<file path="config.mk">
export PLATFORM = sky130hd
export DESIGN_NAME = parity_frame_rx
export DESIGN_NICKNAME = d
export VERILOG_FILES = /design/src/rtl/parity_rx_pkg.sv /design/src/rtl/sat_counter.sv /design/src/rtl/parity_frame_rx.sv
export SDC_FILE = /design/constraint.sdc
export NUM_CORES = 1
export LEC_CHECK = 0
export ABC_AREA = 0
export CAP_MARGIN = 20
export CORE_MARGIN = 3
export CORE_UTILIZATION = 35
export CTS_CLUSTER_SIZE = 20
export DETAILED_ROUTE_END_ITERATION = 8
export MAX_ROUTING_LAYER = met4
export PLACE_DENSITY_LB_ADDON = 0.05
export SYNTH_ARGS = -nofsm -noshare
export SYNTH_HDL_FRONTEND = slang
export SYNTH_HIERARCHICAL = 1
export SYNTH_SLANG_ARGS = --single-unit
export TNS_END_PERCENT = 10
</file>
<file path="constraint.sdc">
create_clock -name clk -period 3.8 [get_ports clk]
set_input_delay 0.76 -clock clk [delete_from_list [all_inputs] [get_ports clk]]
set_output_delay 0.76 -clock clk [all_outputs]
set_load 0.03 [all_outputs]
</file>
<file path="src/rtl/parity_rx_pkg.sv">
// Shared types and helpers for the even-parity nibble link receiver.
// Holds the FSM state type, the parity function and the counter saturation pattern.
package parity_rx_pkg;

    localparam int MAX_DATA_W = 32;
    localparam int MAX_CNT_W  = 32;

    // Counters narrower than MAX_CNT_W saturate at the low W bits of this pattern.
    localparam logic [MAX_CNT_W-1:0] CNT_SAT = '1;

    typedef enum logic [2:0] {
        ST_IDLE,
        ST_DATA,
        ST_PARITY,
        ST_STOP,
        ST_WAIT_IDLE
    } rx_state_t;

    // Zero-extension of a narrower word leaves the XOR unchanged.
    function automatic logic even_parity(input logic [MAX_DATA_W-1:0] d);
        return ^d;
    endfunction

endpackage

</file>
<file path="src/rtl/sat_counter.sv">
// Saturating up-counter with a synchronous clear that beats a coincident increment.
module sat_counter
    import parity_rx_pkg::*;
#(
    parameter int W = 8
) (
    input  logic         clk,
    input  logic         resetn,
    input  logic         inc,
    input  logic         clr,
    output logic [W-1:0] cnt
);

    localparam logic [W-1:0] SAT = CNT_SAT[W-1:0];

    // NOTE: sequential state uses non-blocking assignments so every flop samples pre-edge values.
    always_ff @(posedge clk or negedge resetn) begin
        if (!resetn) begin
            cnt <= '0;
        end else if (clr) begin
            cnt <= '0;
        end else if (inc && (cnt != SAT)) begin
            cnt <= cnt + 1'b1;
        end
    end

endmodule

</file>
<file path="src/rtl/parity_frame_rx.sv">
// Start/data/parity/stop frame receiver with parity and framing checks,
// a one-deep valid/ready holding register and a saturating error counter.
module parity_frame_rx
    import parity_rx_pkg::*;
#(
    parameter int DATA_W = 4,
    parameter int CNT_W  = 8
) (
    input  logic              clk,
    input  logic              resetn,
    input  logic              bit_en,
    input  logic              rx,
    output logic [DATA_W-1:0] out_data,
    output logic              out_valid,
    input  logic              out_ready,
    output logic              par_err,
    output logic              frame_err,
    output logic              overrun,
    input  logic              err_clr,
    output logic [CNT_W-1:0]  err_cnt
);

    localparam int IDX_W = (DATA_W > 1) ? $clog2(DATA_W) : 1;
    localparam logic [IDX_W-1:0] LAST_IDX = IDX_W'(DATA_W - 1);

    rx_state_t         state_q, state_d;
    logic [DATA_W-1:0] shift_q, shift_d;
    logic [DATA_W:0]   shift_cat;
    logic [IDX_W-1:0]  idx_q, idx_d;
    logic              parity_q, parity_d;
    logic [DATA_W-1:0] data_d;
    logic              valid_d;
    logic              par_err_d, frame_err_d, overrun_d;
    logic              err_inc;

    assign shift_cat = {rx, shift_q};

    always_ff @(posedge clk or negedge resetn) begin
        if (!resetn) begin
            state_q   <= ST_IDLE;
            shift_q   <= '0;
            idx_q     <= '0;
            parity_q  <= 1'b0;
            out_data  <= '0;
            out_valid <= 1'b0;
            par_err   <= 1'b0;
            frame_err <= 1'b0;
            overrun   <= 1'b0;
        end else begin
            state_q   <= state_d;
            shift_q   <= shift_d;
            idx_q     <= idx_d;
            parity_q  <= parity_d;
            out_data  <= data_d;
            out_valid <= valid_d;
            par_err   <= par_err_d;
            frame_err <= frame_err_d;
            overrun   <= overrun_d;
        end
    end

    always_comb begin
        // NOTE: every combinational output gets a default first, so no path can infer a latch.
        state_d     = state_q;
        shift_d     = shift_q;
        idx_d       = idx_q;
        parity_d    = parity_q;
        data_d      = out_data;
        valid_d     = out_valid;
        par_err_d   = 1'b0;
        frame_err_d = 1'b0;
        overrun_d   = 1'b0;
        err_inc     = 1'b0;

        if (out_valid && out_ready) begin
            valid_d = 1'b0;
        end

        if (bit_en) begin
            unique case (state_q)
                ST_IDLE: begin
                    if (!rx) begin
                        shift_d = '0;
                        idx_d   = '0;
                        state_d = ST_DATA;
                    end
                end
                ST_DATA: begin
                    // LSB-first: each new bit enters at the top and drifts down.
                    shift_d = shift_cat[DATA_W:1];
                    idx_d   = idx_q + 1'b1;
                    if (idx_q == LAST_IDX) begin
                        state_d = ST_PARITY;
                    end
                end
                ST_PARITY: begin
                    parity_d = rx;
                    state_d  = ST_STOP;
                end
                ST_STOP: begin
                    if (!rx) begin
                        frame_err_d = 1'b1;
                        err_inc     = 1'b1;
                        state_d     = ST_WAIT_IDLE;
                    end else begin
                        state_d = ST_IDLE;
                        if (parity_q != even_parity(MAX_DATA_W'(shift_q))) begin
                            par_err_d = 1'b1;
                            err_inc   = 1'b1;
                        end else if (!out_valid || out_ready) begin
                            data_d  = shift_q;
                            valid_d = 1'b1;
                        end else begin
                            overrun_d = 1'b1;
                        end
                    end
                end
                ST_WAIT_IDLE: begin
                    if (rx) begin
                        state_d = ST_IDLE;
                    end
                end
                default: state_d = ST_IDLE;
            endcase
        end
    end

    sat_counter #(.W(CNT_W)) u_err_cnt (
        .clk    (clk),
        .resetn (resetn),
        .inc    (err_inc),
        .clr    (err_clr),
        .cnt    (err_cnt)
    );

endmodule

</file>
==> summary.txt, run 1 <==
Status
  – Status: finished clean

Place
  – PortBufs: 21
  – Placer Congestion: 0.816
  – Post-DP HPWL: ~1.7 mm
  – DP Worst Slack: between 900 and 1000 ps
  – Dpl cell area: 0.00155 mm2

Yosys
  – Post-synth EDFFs: 0
  – Mux cell area share after synthesis: 0.0774
  – Largest family of logic cells by synthesized area: simple AND/OR/NAND/NOR gates
  – Async SR Flop Fraction: 1.00
  – Synthesized area: roughly 0.0013 mm2
  – Post-synth top area share: 0.503
  – Synth Area in Simple Gates: 0.193
  – Syn avg cell area: 11.3 um2
  – Post-synthesis xor/xnor area fraction: 0.0445
  – Distinct cells, synth: 41
  – Synth Area in Compound Gates: 0.137
  – Synth Instances: 114
  – Yosys reg bits: 26
  – Seq/Total Area, Yosys: 0.503
  – Ys flop type: dfrtp_1
  – Synth area leaders: dfrtp_1 (50%), a22o_1 (4.1%), mux2_2 (3.5%), mux2_4 (3.5%), nand2b_1 (2.4%)
  – Syn nets: about 120
  – Adder-cell share of the synthesized area: 0.0194
  – Post-synth top area cell: dfrtp_1
  – Yosys warnings: 6

Worst setup path
  – FF-to-FF setup slack: 1250 ps
  – Critical path class: in2reg
  – CP Launch Type: primary input
  – WP data arrival: 2760 ps
  – Critical Path RT: about 4000 ps
  – Worst-path maximum fanout: 9
  – CP endpoint kind: register

Die
  – I/O Pins: 22
  – Die Wd: 66.8 um
  – Core ar.: 0.00344 mm2
  – # rows: 21
  – Die span in y: 66.8 um
  – Initial Utilization: 0.375
  – Die area: 0.00446 mm2

Finish
  – Final instance area: ~0.0016 mm2
  – Number of antenna diodes: 0
  – Layout cells sized above 1: 0.132
  – Syn-to-layout area delta: 24.2%
  – Nets: 145

Clocking
  – Setup Buffers After CTS: 0
  – TritonCTS buffer count: 3
  – Clock sink total: 26
  – CTS HTree Levels: 1
  – Worst-skew pair later-pin latency: 260 ps
  – CTS tree: built
  – Post-cts sizing count: 0
  – Clk root buf: clkbuf_8
  – Clock Path Buffers: 2
  – # hold bufs at CTS: 0
  – Clk pin slew, worst setup/hold paths: 90 ps

Timing
  – WHS: 524 ps
  – Fmax: 388 MHz
  – Slew headroom: 0.605
  – Clk_skew: 1.73 ps
  – Setup TNS: 0 ps
  – Minimum clock period: 2580 ps
  – Worst Tran Pin Value: 592 ps
  – Pins Over Slew Limit: 0
  – Tcrit/Tclk final: 0.679
  – Unrepaired setup endpoints after global routing: no
  – Final Worst Setup Slack: between 1000 and 1500 ps
  – Final Hold Violating Endpoints: 0
  – Final setup viols: 0

Global routing
  – Largest net degree at the start of global routing: 27
  – GR Overflow Total: 0
  – Initial antenna violation count: 0
  – Vias in the first global route: approximately 840
  – Global-route wire length before repair: 3.94 mm
  – GRT Util Overall: 0.119

Routing
  – Routed Antenna Nets: 0
  – DR WL/cell: 12.9 um
  – Drt drc: 0
  – Via/cell ratio: 5.01
  – Final wirelength: 2.35 mm
  – Total iterations of the first detailed-routing run: 7
  – Iter 0 DRT Violations: 75
  – Via count: a little over 900

Power and ir drop
  – Power Dens Cells: approximately 570 mW/mm2
  – Design Power: about 900 uW
  – LEAKAGE: roughly 0.71 nW
  – VDD IR max: 0.000295 V

Run
  – Maxcap violations: 0

Worst hold path
  – Min-Delay Path Class: reg2reg
[sequential cells by signal, summed over array words and instances, names as in the netlist]
signal	flops
state_q	3
par_err	1
idx_q	2
shift_q	4
frame_err	1
out_data	4
out_valid	1
parity_q	1
overrun	1
u_err_cnt/cnt	8
[final cells by class]
class	count	area (um2)
Fill cell	327	1840
Sequential cell	26	651
Multi-Input combinational cell	80	609
Timing Repair Buffer	22	218
Tap cell	46	57.6
Clock buffer	4	55.1
Inverter	4	15.0
[report_power, final]
| part | leakage (nW) | total, mW | internal [mW] | switching (mW) |
|---|---|---|---|---|
| clock | 0.0288 | 0.176 | 0.0925 | 0.0831 |
| sequential | 0.352 | 0.400 | 0.334 | 0.0661 |
| combinational | 0.333 | 0.339 | 0.174 | 0.166 |
| total | 0.713 | 0.915 | 0.600 | 0.315 |
[per-stage QoR]
step            util  std cells
3_5_place_dp   0.450        178
6_report       0.466        182
3_3_place_gp   0.450        178
4_1_cts        0.466        182
5_1_grt        0.466        182
2_1_floorplan      -        114
[cell usage after synthesis, drive strengths merged (2+ instances only)]
master  count
dfrtp      26
mux2        7
a22o        6
nand2       6
a21oi       5
nand2b      5
nand3       5
nor2        5
nor3        5
inv         4
nor2b       4
o21ai       3
o31ai       3
xnor2       3
and3        2
and4        2
buf         2
clkbuf      2
ha          2
nor3b       2
[cell usage in the layout (no fill, tap or decap), types with 2 or more instances in the layout]
cell and count:
a21oi_1 5, a22o_1 6, and3_1 2, clkbuf_8 4, clkdlybuf4s50_1 21, dfrtp_1 26
ha_1 2, inv_1 4, mux2_2 4, mux2_4 3, nand2_1 5, nand2b_1 5
nand3_1 4, nor2_1 5, nor2b_1 4, nor3_1 4, nor3b_1 2, o21ai_0 3
o31ai_1 3, xnor2_1 2
[cell families (layout without fill, tap and decap cells)]
family,after synthesis,in the layout
AO/OA/AOI/OAI,25,25
XOR/XNOR,4,4
adder cells (fa/ha/maj),2,2
buffers and inverters,8,30
flip-flops,26,26
multiplexers,8,8
AND/OR/NAND/NOR,41,41
[critical path, stage by stage]
cell and delay, ps:
clkdlybuf4s50_1 540, nand4b_1 140, a21oi_1 500, nand3_1 250
or3_1 350, a211oi_1 220
[path summary, 6_finish.rpt]
check | start | endpoint | cells past startpoint
max | bit_en | u_err_cnt/cnt[7]$_DFFE_PN0P_ | 6
min | idx_q[1]$_DFFE_PN0P_ | idx_q[1]$_DFFE_PN0P_ | 1
max reg2reg | shift_q[3]$_DFFE_PN0P_ | u_err_cnt/cnt[7]$_DFFE_PN0P_ | 6
min reg2reg | idx_q[1]$_DFFE_PN0P_ | idx_q[1]$_DFFE_PN0P_ | 1
max in group asynchronous | resetn | state_q[2]$_DFFE_PN0P_ | 2
min in group asynchronous | resetn | out_data[1]$_DFFE_PN0P_ | 2
[routing by layer]
layer | vias to the layer above | share of wire | track usage
met5 | - | 0 | -
met2 | 18 | 0.41 | 0.161
met3 | 2 | 0.053 | 0.0202
met1 | 428 | 0.53 | 0.173
li1 | 464 | - | -
met4 | 0 | 0.0060 | 0.0533
Note: power is estimated with default switching activity, not from simulation.
==> run 2: changes to the inputs <==
- clock period: 3.8 -> 2.1 ns (I/O delays scaled with it)
==> run 2 against run 1 <==
  * Routed wire length increased by 9.5%
  * Power grew 100%
  * Via count is 7.8% higher
  * Non-clock buffer count up 12
  * Setup slack got worse by 1100 ps
  * Sequential power is 79% higher
  * Combinational power up 140%
  * Clock skew rose by 3.7 ps
  * Sequential share of layout area decreased by 2.7 points
  * Worst hold slack worse by 4.4 ps
  * Critical endpoint unchanged
==> summary.txt, run 2 (synthesis gave the netlist of run 1 again) <==
Finish
  – Syn-to-layout area delta: 33.1%
  – Layout cells sized above 1: 0.223
  – Final instance area: 0.00172 mm2
  – Commonest non-fill, non-tap cell in the layout: dfrtp_1
  – Layout fillers: 327
  – Number of antenna diodes: 0
  – Area occupied by registers: roughly 650 um2
  – Final cell count without fillers: 194
  – Most frequent cells in the layout: dfrtp_1 (26), clkdlybuf4s50_1 (21), buf_4 (13)
  – Multi-input gate area: ~630 um2
  – Largest reg by FF count: u_err_cnt/cnt
  – Nets: around 160
  – Top Registers: u_err_cnt/cnt (8), out_data (4), shift_q (4)
  – Fin util: 0.500
  – Largest register FFs: 8

Clocking
  – Post-cts sizing count: 0
  – CTS tree: built
  – Clk root buf: clkbuf_8
  – Setup Buffers After CTS: 0
  – Clock sink total: 26
  – # hold bufs at CTS: 0
  – CTS HTree Levels: 1
  – TritonCTS buffer count: 3
  – Clk pin slew, worst setup/hold paths: 90 ps
  – Worst-skew pair later-pin latency: 260 ps
  – Clock Path Buffers: 2

Worst setup path
  – Worst setup path end: u_err_cnt/cnt[7]$_DFFE_PN0P_
  – Family with the most delay on the worst path: XOR/XNOR gates
  – CP Launch Type: register
  – WP data arrival: 2150 ps
  – CP endpoint kind: register
  – Setup crit start: shift_q[1]$_DFFE_PN0P_
  – R2R cell count: 6
  – Critical path buffer and inverter count: 0
  – Critical path class: reg2reg
  – Critical path, cell by cell: xnor2_2 > xnor3_2 > a21oi_4 > nand3_2 > or3_1 > a211oi_1
  – CP max stage cell: dfrtp_1
  – Worst r2r src: shift_q[1]$_DFFE_PN0P_
  – FF-to-FF setup slack: 120 ps
  – WP depth: 6
  – Max stage delay on crit path: ~410 ps
  – Worst R2R End: u_err_cnt/cnt[7]$_DFFE_PN0P_
  – Critical Path RT: ~2300 ps
  – Worst-path maximum fanout: 4

Place
  – Post-DP HPWL: 1.89 mm
  – Dpl cell area: 0.00164 mm2
  – Dpl cells: 190
  – DP Worst Slack: -41.3 ps
  – Placer Congestion: 0.753
  – PortBufs: 21

Power and ir drop
  – Clk pwr share: 0.170
  – Power Dens Cells: 1080 mW/mm2
  – LEAKAGE: between 0.7 and 0.8 nW
  – Logic pwr share: 0.443
  – Switching Share: 0.333
  – P_sw: between 600 and 700 uW
  – VDD IR max: 0.000630 V
  – Internal Pwr Total: roughly 1.2 mW
  – Design Power: 1.85 mW
  – Sequential fraction of design power: 0.386

Die
  – # rows: 21
  – I/O Pins: 22
  – Die Wd: 66.8 um
  – Core ar.: 0.00344 mm2
  – Die area: around 0.0045 mm2
  – Die span in y: 66.8 um
  – Initial Utilization: 0.375

Routing
  – Met1 WL: between 1 and 1.5 mm
  – Total iterations of the first detailed-routing run: 4
  – Via/cell ratio: 5.07
  – Final wirelength: 2.57 mm
  – DR WL/cell: between 10 and 15 um
  – Top Metal Used: met4
  – Met2 Wirelength: 1.18 mm
  – Metal3 WL: about 110 um
  – Routed Antenna Nets: 0
  – Via count: 983
  – Drt drc: 0
  – Iter 0 DRT Violations: 109

Timing
  – Pins Over Slew Limit: 0
  – WHS: 520 ps
  – Tcrit/Tclk final: 0.944
  – Final Hold Violating Endpoints: 0
  – Final setup viols: 0
  – Setup TNS: 0 ps
  – Slew headroom: 0.704
  – Fmax: 504 MHz
  – Worst Tran Pin Value: 442 ps
  – Final Worst Setup Slack: between 100 and 150 ps
  – Clk_skew: 5.41 ps
  – Minimum clock period: 1980 ps

Run
  – Maxcap violations: 0

Global routing
  – GRT Util Overall: 0.135
  – Largest net degree at the start of global routing: 27
  – Initial antenna violation count: 0
  – Global-route wire length before repair: 4.42 mm
  – GR Overflow Total: 0
  – Vias in the first global route: approximately 970

Status
  – Status: finished clean

Worst hold path
  – Min-Delay Path Class: in2async
-- run 2: layout make-up --
| type | count | area share |
|---|---|---|
| multi-input cells | 80 | 0.369 |
| well taps | 46 | 0.0335 |
| clock buffers | 4 | 0.0320 |
| repair buffers | 34 | 0.179 |
| inverters | 4 | 0.00873 |
| flip-flops and latches | 26 | 0.378 |
-- run 2: power by group through the flow --
| stage | Clock [mW] | Sequential [mW] | Combinational [mW] |
|---|---|---|---|
| after floorplan | 0 | 0.740 | 0.457 |
| after global placement | 0 | 0.714 | 0.784 |
| after detailed placement | 0 | 0.720 | 0.792 |
| after CTS | 0.330 | 0.711 | 0.790 |
| after global routing | 0.351 | 0.731 | 0.897 |
| final | 0.315 | 0.716 | 0.822 |
-- run 2: layer usage --
metal | GRT usage | vias up
met3 | 0.0219 | 2
met2 | 0.199 | 22
li1 | - | 486
met1 | 0.184 | 473
met5 | - | -
met4 | 0.0558 | 0
-- run 2: worst reg2reg max path: cells and delay by family, from the launching register on --
kind	cells	cell delay (ps)
AO/OA/AOI/OAI	2	410
XOR/XNOR	2	610
flip-flops	1	410
AND/OR/NAND/NOR	2	450
-- run 2: worst min path at each step --
stage	to	slack, ps	depth (start not counted)
after floorplan	frame_err$_DFF_PN0_	120	0
after CTS	out_data[2]$_DFFE_PN0P_	530	2
after global routing	out_data[2]$_DFFE_PN0P_	540	2
final	out_data[2]$_DFFE_PN0P_	520	2
after detailed placement	idx_q[1]$_DFFE_PN0P_	510	1
after global placement	idx_q[1]$_DFFE_PN0P_	490	1
==> run 3: changes to the inputs <==
- CORE_ASPECT_RATIO: unset -> 0.5
- SLEW_MARGIN: unset -> 20
- SYNTH_HIERARCHICAL: 1 -> unset
==> run 3 against run 2 <==
  * Clock skew decreased by 1.2 ps
  * Fmax grew 1.1%
  * Critical endpoint is now out_data[3]$_DFFE_PN0P_
  * Sequential share of layout area shrank 0.65 points
==> summary.txt, run 3 <==
Status
  – Status: finished clean

Clocking
  – Clk root buf: clkbuf_8
  – Setup Buffers After CTS: 0
  – CTS tree: built
  – # hold bufs at CTS: 0
  – Worst-skew pair later-pin latency: 270 ps
  – Clk pin slew, worst setup/hold paths: 100 ps
  – Clock Path Buffers: 2
  – TritonCTS buffer count: 3
  – CTS HTree Levels: 1
  – Clock sink total: 26
  – Post-cts sizing count: 0

Finish
  – Most frequent cells in the layout: dfrtp_1 (26), clkdlybuf4s50_1 (21), buf_4 (14)
  – Layout fillers: 343
  – Largest reg by FF count: u_err_cnt.cnt
  – Final cell count without fillers: between 150 and 200
  – Number of antenna diodes: 0
  – Fin util: 0.499
  – Top Registers: u_err_cnt.cnt (8), out_data (4), shift_q (4)
  – Largest register FFs: 8
  – Layout cells sized above 1: 0.238
  – Syn-to-layout area delta: 33.4%
  – Nets: 156
  – Commonest non-fill, non-tap cell in the layout: dfrtp_1

Global routing
  – Top Usage Layer GRT: met2
  – Vias in the first global route: 1001
  – Met1 Resource Use GR: 0.193
  – GR Layer Usage met2: 0.197
  – Initial antenna violation count: 0
  – GRT Util Overall: 0.137
  – Global-route wire length before repair: roughly 4.8 mm
  – GR Overflow Total: 0
  – Met3 usage: 0.0416
  – Largest net degree at the start of global routing: 27

Timing
  – Final setup viols: 0
  – WHS: 506 ps
  – Unrepaired setup endpoints after global routing: no
  – Tcrit/Tclk final: 0.934
  – Fmax: between 500 and 600 MHz
  – Final Hold Violating Endpoints: 0
  – Slew headroom: 0.612
  – Worst Tran Pin Value: 578 ps
  – Minimum clock period: 1960 ps
  – Pins Over Slew Limit: 0
  – Clk_skew: roughly 4.2 ps

Yosys
  – Synth Instances: 111
  – Post-synth top area share: 0.496
  – Synth area leaders: dfrtp_1 (50%), mux2_2 (9.4%), a22o_1 (4.0%), nor2b_1 (3.8%), nor2_1 (3.1%)
  – Syn avg cell area: 11.8 um2
  – Yosys reg bits: 26
  – Ys flop type: dfrtp_1
  – Top-count cell post-synth: dfrtp_1
  – Post-synth EDFFs: 0
  – Synthesized area: 0.00131 mm2
  – Post-synth top area cell: dfrtp_1
  – Syn nets: 119
  – Post-synth top cells: dfrtp_1 (26), mux2_2 (11), nor2_1 (11)
  – Async SR Flop Fraction: 1.00
  – Seq/Total Area, Yosys: 0.496
  – Distinct cells, synth: 34
  – Yosys warnings: 0

Routing
  – Routed Antenna Nets: 0
  – Iter 0 DRT Violations: 18
  – Via/cell ratio: 4.77
  – Total iterations of the first detailed-routing run: 4
  – DR WL/cell: 13.2 um
  – Via count: around 940
  – Drt drc: 0
  – Final wirelength: around 2.6 mm

Die
  – Die Wd: approximately 93 um
  – # rows: 15
  – Core ar.: 0.00351 mm2
  – Initial Utilization: 0.374
  – I/O Pins: 22
  – Die span in y: 49.3 um
  – Die area: ~0.0046 mm2

Worst setup path
  – CP endpoint kind: register
  – Critical Path RT: 2270 ps
  – Worst-path maximum fanout: 10
  – WP data arrival: 2130 ps
  – Critical path class: reg2reg
  – CP Launch Type: register

Worst hold path
  – Min-Delay Path Class: in2async

Place
  – Placer Congestion: 0.704
  – Post-DP HPWL: around 1.9 mm
  – Dpl cells: approximately 190
  – PortBufs: 21

Power and ir drop
  – Design Power: 2.05 mW
  – Power Dens Cells: 1170 mW/mm2
  – VDD IR max: between 0.0005 and 0.0006 V
  – LEAKAGE: 0.771 nW

Run
  – Maxcap violations: 0
run 3: changes by cell type in the layout (fill, tap and decap cells not counted), moves of 3 or more:
cell | before | now
nor3_1 | 4 | 1
mux2_4 | 3 | 0
mux2_2 | 4 | 11
nor2_1 | 5 | 11
a211oi_1 | 1 | 4
nor2b_1 | 4 | 8
run 3: final timing paths:
kind	start	slack [ps]	end	cells after the start
hold / removal	resetn	510	idx_q[1]$_DFFE_PN0P_	2
max in group asynchronous	resetn	1340	u_err_cnt.cnt[4]$_DFFE_PN0P_	2
setup / recovery	shift_q[2]$_DFFE_PN0P_	140	out_data[3]$_DFFE_PN0P_	4
setup reg to reg	shift_q[2]$_DFFE_PN0P_	140	out_data[3]$_DFFE_PN0P_	4
min in group clk	out_data[0]$_DFFE_PN0P_	510	out_data[0]$_DFFE_PN0P_	1
hold reg to reg	out_data[0]$_DFFE_PN0P_	510	out_data[0]$_DFFE_PN0P_	1
run 3: worst max-delay path, cell delays in order, from the launching register on:
cell and delay [ps]:
dfrtp_1 440, xnor3_2 430, xnor2_4 350, and3b_4 300
mux2_2 340
run 3: kinds of logic after synthesis:
| group | after synthesis | synth area share |
|---|---|---|
| AND/OR/NAND/NOR | 40 | 0.168 |
| flip-flops | 26 | 0.496 |
| AO/OA/AOI/OAI | 20 | 0.129 |
| multiplexers | 14 | 0.119 |
| buffers and inverters | 6 | 0.0181 |
| XOR/XNOR | 3 | 0.0515 |
| adder cells (fa/ha/maj) | 2 | 0.0191 |
run 3: through the flow:
step | area [um2] | worst slack, ps | TNS [ps]
6_report | 1750 | 139 | 0
5_1_grt | 1750 | 11.8 | 0
4_1_cts | 1750 | 126 | 0
3_5_place_dp | 1680 | -83.3 | -523
3_3_place_gp | 1680 | -77.7 | -370
2_1_floorplan | 1310 | 210 | 0
run 3: final cells by class:
| cell class | count | area, um2 | share of cell area |
|---|---|---|---|
| flip-flops and latches | 26 | 651 | 0.372 |
| multi-input cells | 79 | 638 | 0.365 |
| repair buffers | 35 | 315 | 0.180 |
| well taps | 51 | 63.8 | 0.0365 |
| clock buffers | 3 | 41.3 | 0.0236 |
| clock inverters | 1 | 30.0 | 0.0172 |
| inverters | 3 | 11.3 | 0.00643 |
run 3: routing by layer:
| metal | part of all wire | vias to the layer above |
|---|---|---|
| met1 | 0.55 | 453 |
| met4 | 0.0034 | 0 |
| met5 | 0 | - |
| met3 | 0.035 | 2 |
| met2 | 0.41 | 15 |
| li1 | - | 474 |
run 3: power by group:
group | switching, mW | internal (mW) | total (mW)
logic | 0.473 | 0.439 | 0.912
registers | 0.0990 | 0.621 | 0.720
clock network | 0.167 | 0.255 | 0.422
total | 0.739 | 1.32 | 2.05
